[config.mk]
export PLATFORM = sky130hd
export DESIGN_NAME = load_store_unit
export DESIGN_NICKNAME = d
export VERILOG_FILES = /design/src/rtl/load_store_unit_pkg.sv /design/src/rtl/load_store_unit_data_align.sv /design/src/rtl/load_store_unit.sv
export SDC_FILE = /design/constraint.sdc
export NUM_CORES = 1
export LEC_CHECK = 0
export CAP_MARGIN = 20
export CORE_MARGIN = 2
export CORE_UTILIZATION = 48
export DETAILED_ROUTE_END_ITERATION = 10
export PLACE_DENSITY = 0.86
export SLEW_MARGIN = 40
export SYNTH_ARGS = -nofsm -noshare
export SYNTH_HDL_FRONTEND = slang
export SYNTH_HIERARCHICAL = 1
export SYNTH_SLANG_ARGS = --single-unit
[constraint.sdc]
create_clock -name clk -period 3 [get_ports clk]
set_input_delay 0.6 -clock clk [delete_from_list [all_inputs] [get_ports clk]]
set_output_delay 0.6 -clock clk [all_outputs]
set_load 0.005 [all_outputs]
[src/rtl/load_store_unit_pkg.sv]
`default_nettype none
// ============================================================================
//  Module   : load_store_unit_pkg
//  Purpose  : Shared types and helpers for the load/store unit.
//  Revision : 1.0 - initial release
// ============================================================================
package load_store_unit_pkg;

    localparam int XLEN = 32;

    typedef enum logic [2:0] {
        MEM_B  = 3'b000,
        MEM_H  = 3'b001,
        MEM_W  = 3'b010,
        MEM_BU = 3'b100,
        MEM_HU = 3'b101
    } mem_funct3_e;

    typedef enum logic [1:0] {
        IDLE    = 2'd0,
        ACCESS0 = 2'd1,
        ACCESS1 = 2'd2,
        RESP    = 2'd3
    } lsu_state_e;

    // Byte-lane mask of an access at offset 0, from funct3[1:0].
    function automatic logic [3:0] size_mask(input logic [1:0] size);
        case (size)
            2'b00:   size_mask = 4'b0001;
            2'b01:   size_mask = 4'b0011;
            default: size_mask = 4'b1111;
        endcase
    endfunction

endpackage
`default_nettype wire

[src/rtl/load_store_unit_data_align.sv]
`default_nettype none
// ============================================================================
//  Module   : lsu_data_align
//  Purpose  : Byte-lane merge for read-modify-write stores and lane
//             extraction with sign/zero extension for loads.
//  Revision : 1.0 - initial release
// ============================================================================
module lsu_data_align
    import load_store_unit_pkg::*;
(
    input  logic [1:0]        i_offset,
    input  logic [2:0]        i_funct3,
    input  logic              i_upper,
    input  logic [XLEN-1:0]   i_old_word,
    input  logic [XLEN-1:0]   i_wdata,
    output logic [XLEN-1:0]   o_merged,
    input  logic [2*XLEN-1:0] i_window,
    output logic [XLEN-1:0]   o_load_data
);

    localparam int c_BYTES = XLEN / 8;

    logic [2*XLEN-1:0]    w_wide_data;
    logic [2*c_BYTES-1:0] w_wide_mask;
    logic [XLEN-1:0]      w_lane_data;
    logic [c_BYTES-1:0]   w_lane_mask;
    logic [XLEN-1:0]      w_sel;

    // The access is viewed as a two-word window; i_upper picks the second word.
    assign w_wide_data = {{XLEN{1'b0}}, i_wdata} << {i_offset, 3'b000};
    assign w_wide_mask = {{c_BYTES{1'b0}}, size_mask(i_funct3[1:0])} << i_offset;
    assign w_lane_data = i_upper ? w_wide_data[2*XLEN-1:XLEN] : w_wide_data[XLEN-1:0];
    assign w_lane_mask = i_upper ? w_wide_mask[2*c_BYTES-1:c_BYTES] : w_wide_mask[c_BYTES-1:0];

    generate
        for (genvar i = 0; i < c_BYTES; i++) begin : g_lane
            assign o_merged[8*i +: 8] = w_lane_mask[i] ? w_lane_data[8*i +: 8]
                                                       : i_old_word[8*i +: 8];
        end
    endgenerate

    assign w_sel = i_window[{i_offset, 3'b000} +: XLEN];

    always_comb begin
        case (i_funct3)
            MEM_B:   o_load_data = {{(XLEN-8){w_sel[7]}}, w_sel[7:0]};
            MEM_H:   o_load_data = {{(XLEN-16){w_sel[15]}}, w_sel[15:0]};
            MEM_BU:  o_load_data = {{(XLEN-8){1'b0}}, w_sel[7:0]};
            MEM_HU:  o_load_data = {{(XLEN-16){1'b0}}, w_sel[15:0]};
            default: o_load_data = w_sel;
        endcase
    end

endmodule
`default_nettype wire

[src/rtl/load_store_unit.sv]
`default_nettype none
// ============================================================================
//  Module   : load_store_unit
//  Purpose  : Data-memory initiator for RV32I loads/stores with RMW sub-word
//             stores. Define LSU_MISALIGNED_SPLIT_EN to split misaligned
//             accesses into two word accesses instead of faulting them.
//  Revision : 1.0 - initial release
// ============================================================================
module load_store_unit
    import load_store_unit_pkg::*;
#(
    parameter int ADDRESS_WIDTH = 6,
    parameter int DATA_WIDTH    = 32
) (
    input  logic                     clk,
    input  logic                     rst_n,
    input  logic                     req_valid,
    output logic                     req_ready,
    input  logic                     req_we,
    input  logic [2:0]               req_funct3,
    input  logic [31:0]              req_addr,
    input  logic [31:0]              req_wdata,
    output logic                     rsp_valid,
    output logic [31:0]              rsp_rdata,
    output logic                     rsp_err,
    output logic                     mem_write_en,
    output logic [ADDRESS_WIDTH-1:0] mem_address,
    output logic [DATA_WIDTH-1:0]    mem_write_data,
    input  logic [DATA_WIDTH-1:0]    mem_read_data
);

    localparam logic [1:0] c_IDLE    = IDLE;
    localparam logic [1:0] c_ACCESS0 = ACCESS0;
    localparam logic [1:0] c_ACCESS1 = ACCESS1;
    localparam logic [1:0] c_RESP    = RESP;

    logic [1:0]               r_state;
    logic                     r_we;
    logic [2:0]               r_funct3;
    logic [ADDRESS_WIDTH-1:0] r_word;
    logic [1:0]               r_off;
    logic [DATA_WIDTH-1:0]    r_wdata;

    logic                     w_accept;
    logic                     w_is_h;
    logic                     w_is_w;
    logic                     w_f3_bad;
    logic                     w_range_bad;
    logic                     w_fault;
    logic                     w_upper;
    logic [2*DATA_WIDTH-1:0]  w_window;
    logic [DATA_WIDTH-1:0]    w_merged;
    logic [DATA_WIDTH-1:0]    w_load_data;
    logic [31:0]              w_rsp_data;

`ifdef LSU_MISALIGNED_SPLIT_EN
    logic                     r_cross;
    logic [DATA_WIDTH-1:0]    r_lo;
    logic                     w_cross;
    logic                     w_wrap;
`endif

    assign req_ready = (r_state == c_IDLE);
    assign rsp_valid = (r_state == c_RESP);
    assign w_accept  = req_valid & req_ready;

    assign w_is_h      = (req_funct3[1:0] == 2'b01);
    assign w_is_w      = (req_funct3[1:0] == 2'b10);
    assign w_f3_bad    = ((req_funct3 != MEM_B)  && (req_funct3 != MEM_H) &&
                          (req_funct3 != MEM_W)  && (req_funct3 != MEM_BU) &&
                          (req_funct3 != MEM_HU)) || (req_funct3[2] && req_we);
    assign w_range_bad = |req_addr[31:ADDRESS_WIDTH+2];

`ifdef LSU_MISALIGNED_SPLIT_EN
    assign w_cross = (w_is_h && (req_addr[1:0] == 2'b11)) ||
                     (w_is_w && (req_addr[1:0] != 2'b00));
    // A crossing access starting in the last word would wrap to word 0.
    assign w_wrap  = w_cross && (&req_addr[ADDRESS_WIDTH+1:2]);
    assign w_fault = w_f3_bad || w_range_bad || w_wrap;
`else
    assign w_fault = w_f3_bad || w_range_bad ||
                     (w_is_h && req_addr[0]) || (w_is_w && (req_addr[1:0] != 2'b00));
`endif

    assign w_upper        = (r_state == c_ACCESS1);
    assign mem_address    = w_upper ? (r_word + {{(ADDRESS_WIDTH-1){1'b0}}, 1'b1}) : r_word;
    // Derived straight from state so an async reset drops the strobe at once.
    assign mem_write_en   = r_we && ((r_state == c_ACCESS0) || w_upper);
    assign mem_write_data = mem_write_en ? w_merged : '0;

`ifdef LSU_MISALIGNED_SPLIT_EN
    assign w_window = w_upper ? {mem_read_data, r_lo} : {{DATA_WIDTH{1'b0}}, mem_read_data};
`else
    assign w_window = {{DATA_WIDTH{1'b0}}, mem_read_data};
`endif

    assign w_rsp_data = r_we ? 32'd0 : w_load_data;

    lsu_data_align u_align (
        .i_offset    (r_off),
        .i_funct3    (r_funct3),
        .i_upper     (w_upper),
        .i_old_word  (mem_read_data),
        .i_wdata     (r_wdata),
        .o_merged    (w_merged),
        .i_window    (w_window),
        .o_load_data (w_load_data)
    );

    always_ff @(posedge clk or negedge rst_n) begin
        if (!rst_n) begin
            r_state   <= c_IDLE;
            r_we      <= 1'b0;
            r_funct3  <= 3'd0;
            r_word    <= '0;
            r_off     <= 2'd0;
            r_wdata   <= '0;
            rsp_rdata <= 32'd0;
            rsp_err   <= 1'b0;
`ifdef LSU_MISALIGNED_SPLIT_EN
            r_cross   <= 1'b0;
            r_lo      <= '0;
`endif
        end else begin
            case (r_state)
                c_IDLE: begin
                    if (w_accept) begin
                        r_we     <= req_we;
                        r_funct3 <= req_funct3;
                        r_word   <= req_addr[ADDRESS_WIDTH+1:2];
                        r_off    <= req_addr[1:0];
                        r_wdata  <= req_wdata;
`ifdef LSU_MISALIGNED_SPLIT_EN
                        r_cross  <= w_cross;
`endif
                        if (w_fault) begin
                            r_state   <= c_RESP;
                            rsp_rdata <= 32'd0;
                            rsp_err   <= 1'b1;
                        end else begin
                            r_state   <= c_ACCESS0;
                        end
                    end
                end
                c_ACCESS0: begin
`ifdef LSU_MISALIGNED_SPLIT_EN
                    r_lo <= mem_read_data;
                    if (r_cross) begin
                        r_state <= c_ACCESS1;
                    end else begin
                        r_state   <= c_RESP;
                        rsp_rdata <= w_rsp_data;
                        rsp_err   <= 1'b0;
                    end
`else
                    r_state   <= c_RESP;
                    rsp_rdata <= w_rsp_data;
                    rsp_err   <= 1'b0;
`endif
                end
                c_ACCESS1: begin
                    r_state   <= c_RESP;
                    rsp_rdata <= w_rsp_data;
                    rsp_err   <= 1'b0;
                end
                default: r_state <= c_IDLE;
            endcase
        end
    end

endmodule
`default_nettype wire
# Word level (Yosys, flattened, before mapping)
# Index checks and enable logic that the tools add are counted.
[op_classes]
add_sub_neg = 1
n_eq_ne = 15
n_shift = 3
mux = 20
bitwise_logic = 1
n_reduce_logical = 23
[ops]
columns = ["cell", "n"]
rows = [
  ["32-bit two-way mux", 5],
  ["32-bit case mux with 4 select lines", 1],
  ["32-bit case mux with 2 select lines", 1],
  ["64-bit by 6-bit indexed part select with 32-bit output", 1],
  ["32-bit by 5-bit << shifter with 64-bit output", 1],
  ["8-bit two-way mux", 4],
  ["24-bit OR reduction", 1],
  ["1-bit logical AND", 8],
  ["4-bit case mux with 2 select lines", 1],
  ["4-bit by 2-bit << shifter with 8-bit output", 1],
  ["6-bit by 1-bit adder with 6-bit output (second input constant)", 1],
  ["2-bit by 1-bit equality test with 1-bit output (second input constant)", 3],
  ["2-bit equality test (second input constant)", 3],
  ["3-bit equality test (second input constant)", 2],
  ["6-bit two-way mux", 1],
  ["3-bit inequality test (second input constant)", 2],
  ["1-bit logical OR", 5],
  ["2-bit zero test", 2],
  ["2-bit two-way mux", 2],
  ["4-bit two-way mux", 1],
  ["2-bit by 1-bit inequality test with 1-bit output (second input constant)", 2],
  ["2-bit case mux with 2 select lines", 1],
  ["2-bit nonzero test", 2],
  ["3-bit by 1-bit equality test with 1-bit output (second input constant)", 1],
  ["10 further kinds", 11],
]
[totals]
reg_bits = 79
inputBits = 103
wordCells = 71

# Longest topological paths before layout
[logic_depth]
depth_word = 12
depth_mapped = 10
ltp_nobuf = 7

# Modules after synthesis
# The synthesis kept the hierarchy.
[by_module_without_submodules]
columns = ["module", "n_inst", "cells_each", "area_each_um2", "seq_area_each_um2"]
rows = [
  ["load_store_unit", 1, 311, 3674.8, 1976.9],
  ["lsu_data_align", 1, 315, 2263.4, 0.0],
]

# Least setup slack after synthesis
# OpenSTA, ideal clock, no wires.
[synth_path]
path_type = "register to output"
from = "register r_state[0]"
to = "output port mem_write_data[16]"
arrival_ns = 1.987
path_slack_ns = 0.413
stages_incl_launch_ff = 9
path_buffers = 2
path_cell_list = "dfrtp_1 -> inv_1 -> ha_1 -> buf_6 -> or2_0 -> buf_2 -> o221ai_4 -> mux2_2 -> and3_1"
[synth_between]
elab_chain_len = 4
elab_cells_between_ends = 8
cone_classes = "eq/ne (2); mux (4); reduce/logical (2)"
[synth_lines]
columns = ["item", "line", "rtl"]
rows = [
  ["from (decl)", "load_store_unit.sv:37", "logic [1:0] r_state;"],
  ["from (signal assigned)", "load_store_unit.sv:112", "r_state <= c_IDLE;"],
  ["from (signal assigned)", "load_store_unit.sv:137", "r_state <= c_RESP;"],
  ["from (signal assigned)", "load_store_unit.sv:141", "r_state <= c_ACCESS0;"],
  ["2-bit equality test *", "load_store_unit.sv:85", "assign w_upper = (r_state == c_ACCESS1);"],
  ["named net w_upper", "load_store_unit.sv:50", "logic w_upper;"],
  ["32-bit two-way mux / 4-bit two-way mux (equally long branches)", "load_store_unit_data_align.sv:32, load_store_unit_data_align.sv:33", ""],
  ["8-bit two-way mux *", "load_store_unit_data_align.sv:37", "assign o_merged[8*i +: 8] = w_lane_mask[i] ? w_lane_data[8*i +: 8]"],
  ["named net w_merged[16]", "load_store_unit.sv:52", "logic [DATA_WIDTH-1:0] w_merged;"],
  ["32-bit two-way mux *", "load_store_unit.sv:89", "assign mem_write_data = mem_write_en ? w_merged : '0;"],
  ["to (decl)", "load_store_unit.sv:28", "output logic [DATA_WIDTH-1:0] mem_write_data,"],
]
# The timed path passes the listed nets; every way through them passes the cells marked *.

# Final worst setup path
[layout_path]
from = "register r_off[0]"
to = "output port mem_write_data[17]"
[layout_between]
elab_chain_len = 4
elab_cells_between_ends = 6
cone_classes = "shift (2); mux (4)"
[layout_lines]
columns = ["item", "line", "rtl"]
rows = [
  ["from (decl)", "load_store_unit.sv:41", "logic [1:0] r_off;"],
  ["from (signal assigned)", "load_store_unit.sv:131", "r_off <= req_addr[1:0];"],
  ["32-bit by 5-bit << shifter with 64-bit output / 4-bit by 2-bit << shifter with 8-bit output (equally long branches)", "load_store_unit_data_align.sv:30, load_store_unit_data_align.sv:31", ""],
  ["32-bit two-way mux / 4-bit two-way mux (equally long branches)", "load_store_unit_data_align.sv:32, load_store_unit_data_align.sv:33", ""],
  ["8-bit two-way mux *", "load_store_unit_data_align.sv:37", ""],
  ["named net w_merged[17]", "load_store_unit.sv:52", ""],
  ["32-bit two-way mux *", "load_store_unit.sv:89", ""],
]
# Marks and branches as above.

==> impl_metrics.env <==
export IMPL_outcome="finished, final reports clean"
export IMPL_core_area_sq_um=12100
export IMPL_yosys_warnings=6
export IMPL_slew_headroom_pct=54.2
export IMPL_root_buffer="clkbuf_16"
export IMPL_htree_levels=3
export IMPL_finish_utilization_pct=72.9
export IMPL_num_nets_final=961
export IMPL_tritoncts="yes"
export IMPL_drt_initial_drc_count=380
export IMPL_synthToLayoutAreaGrowth_pct=48.0
export IMPL_gp_congestion=0.893
export IMPL_setup_ws_ps=6.84
export IMPL_cts_buffers=9
export IMPL_synth_seq_cells=79
export IMPL_path_cells="nor2b_2 > a21oi_2 > o221ai_4 > buf_6 > mux2_1 > and3_1 > dlygate4sd2_1"
export IMPL_io_buffers=176
export IMPL_drt_wl_total_um=18600
export IMPL_rr_worst_depth=8
export IMPL_n_antenna_cell=0
export IMPL_cpPeakStageDelay_ps=540
export IMPL_r2r_slack_ps=400
export IMPL_grt_max_degree=45
export IMPL_worstPathRequired_ps=2400
export IMPL_power_mw=9.80
export IMPL_synthesis_instances=626
export IMPL_io_pins=177
export IMPL_wl_per_cell_um=18.1
export IMPL_synth_edf_count=0
export IMPL_fin_crit_sh_pct=99.8
export IMPL_track_usage_pct=28.1
export IMPL_crit_arrival_ps=2390
export IMPL_pre_cts_slack_ps=-8.95
export IMPL_cts_sinks=79
export IMPL_fp_dieW_um=115
export IMPL_initial_core_util_pct=49.2
export IMPL_vias=5706
export IMPL_final_layout_size_suffix_gt1_share_pct=24.1
export IMPL_rr_endpoint="rsp_rdata[30]"
export IMPL_vias_per_cell=5.56
export IMPL_dp_hpwl_um=13800
export IMPL_worstMarginPinSlew_ps=687
export IMPL_rsz0062_at_grt="true"
export IMPL_synth_distinct_cells=50
export IMPL_fin_crit_ps=2990
export IMPL_first_pass_iters=5
export IMPL_overflow=0
export IMPL_rows=40
export IMPL_peakVddDrop_mv=0.502
export IMPL_clkTransAtPathRegs_ps=70
export IMPL_hold_class="primary input to asynchronous set/reset pin"
export IMPL_dieHeight_um=115
export IMPL_cellLeakagePower_nw=4.07
export IMPL_critPathLaunchType="register"
export IMPL_final_area_sq_um=8790
export IMPL_yosysMostFrequentCell="mux2i_1"
export IMPL_syn_area_per_cell_sq_um=9.49
export IMPL_insertion_delay_ps=350
export IMPL_synth_top_area_cell="dfrtp_1"
export IMPL_reg2reg_from="r_off[1]"
export IMPL_critPathSlowestCell="dfrtp_4"
export IMPL_finalHoldViolations=0
export IMPL_placed_cell_area_sq_um=8060
export IMPL_max_freq_mhz=334
export IMPL_die_area_sq_um=13300
export IMPL_skew_ps=5.85
export IMPL_seq_area_frac_synth_pct=33.3
export IMPL_path_max_fanout=7
export IMPL_grt_pass1_wl_um=29100
export IMPL_crit_type="register to output port"
export IMPL_grt_pass1_vias=5572
export IMPL_drtAntennaViolNets=0
export IMPL_synth_area_sq_um=5940
export IMPL_finalSetupViolCount=0
export IMPL_final_max_slew_violation_count=0
export IMPL_synth_top_cells_by_count="mux2i_1 (93), mux2_2 (80), dfrtp_1 (79)"
export IMPL_synth_area_leaders="dfrtp_1 (33%), mux2i_1 (16%), mux2_2 (15%), nand2_1 (4.6%), and3_1 (3.4%)"
export IMPL_maxCapViolations=0
export IMPL_crit_path_end_kind="output port"
export IMPL_yosysTopAreaCellShare_pct=33.3
export IMPL_synthFlopType="dfrtp_1"
export IMPL_clockBufferDepth=2
export IMPL_synth_async_reset_ratio_pct=100
export IMPL_postCtsHoldBufs=0
export IMPL_antenna_found_initial=0
export IMPL_p_per_area_nw_per_um2=1110
export IMPL_drc=0
per-layer routing:
metal	part of all wire [%]	global-route usage (%)	routed length, um
met1	42	36.3	7800
met2	50	48.3	9260
met3	5.7	3.74	1060
met4	2.4	10.1	445
met5	0	0	0
power breakdown:
group | internal [mW] | switching (mW) | total [mW]
logic | 3.39 | 3.03 | 6.42
clock network | 0.824 | 0.470 | 1.29
registers | 1.51 | 0.568 | 2.08
total | 5.72 | 4.07 | 9.80
cell type report:
| class | instances | area [sq um] |
|---|---|---|
| clock buffer | 9 | 225 |
| clock inverter | 7 | 128 |
| fill | 900 | 3270 |
| inverter | 37 | 143 |
| multi-input combinational | 494 | 3850 |
| sequential | 79 | 1980 |
| tap | 168 | 210 |
| timing repair buffer | 232 | 2250 |
metrics by stage:
step / TNS (ps) / hold slack [ps] / std cells
2_1_floorplan: 0 / 304 / 657
3_3_place_gp: 0 / 505 / 987
3_5_place_dp: -9.45 / 510 / 987
4_1_cts: 0 / 282 / 1022
5_1_grt: -136 / 310 / 1026
6_report: 0 / 266 / 1026
sequential cells by signal, indices dropped and copies added (netlist names):
name       cells
r_wdata       32
rsp_rdata     32
r_word         6
r_funct3       3
r_off          2
r_state        2
r_we           1
rsp_err        1
worst max path at each step:
stage / startpoint / end / slack, ps / depth (start not counted)
floorplan: r_state[0] / mem_write_data[16] / 410 / 8
global placement: r_state[0] / mem_write_data[7] / 10 / 9
detailed placement: r_state[0] / mem_write_data[7] / -9 / 9
CTS: r_off[0] / mem_write_data[29] / 1 / 7
global route: r_state[0] / mem_write_data[10] / -20 / 9
finish: r_off[0] / mem_write_data[17] / 7 / 7
critical path, delay by kind of cell, from the launching register on:
family	cells	cell delay [ps]
flip-flops	1	540
buffers and inverters	2	430
AND/OR/NAND/NOR	2	420
multiplexers	1	330
AO/OA/AOI/OAI	2	320
cells by family after synthesis:
family / Yosys count / share of synthesized area, %
AO/OA/AOI/OAI: 97 / 12.0
XOR/XNOR: 5 / 0.738
adder cells (fa/ha/maj): 5 / 1.05
buffers and inverters: 84 / 6.93
flip-flops: 79 / 33.3
multiplexers: 176 / 31.4
other: 1 / 0.0632
AND/OR/NAND/NOR: 179 / 14.5
cells in the final DEF (no fill, tap or decap), types with 8 or more instances in the layout:
cell,n
clkbuf_16,9
buf_4,38
clkdlybuf4s15_1,11
clkdlybuf4s50_1,143
o211ai_1,8
nor2b_1,10
dlygate4sd2_1,20
dfrtp_1,76
mux2_2,75
and3_1,32
nand2_1,71
a21oi_1,24
conb_1,32
mux2i_1,90
buf_6,12
nor2_1,27
o21ai_0,12
o22ai_1,13
inv_1,34
what timing repair did:
action,4_1_cts,5_1_grt
setup endpoints to repair,32,22
resized for setup,74,34
setup buffers,19,3
pin swaps,7,6
gates cloned,0,1
(Power assumes the default switching activity.)
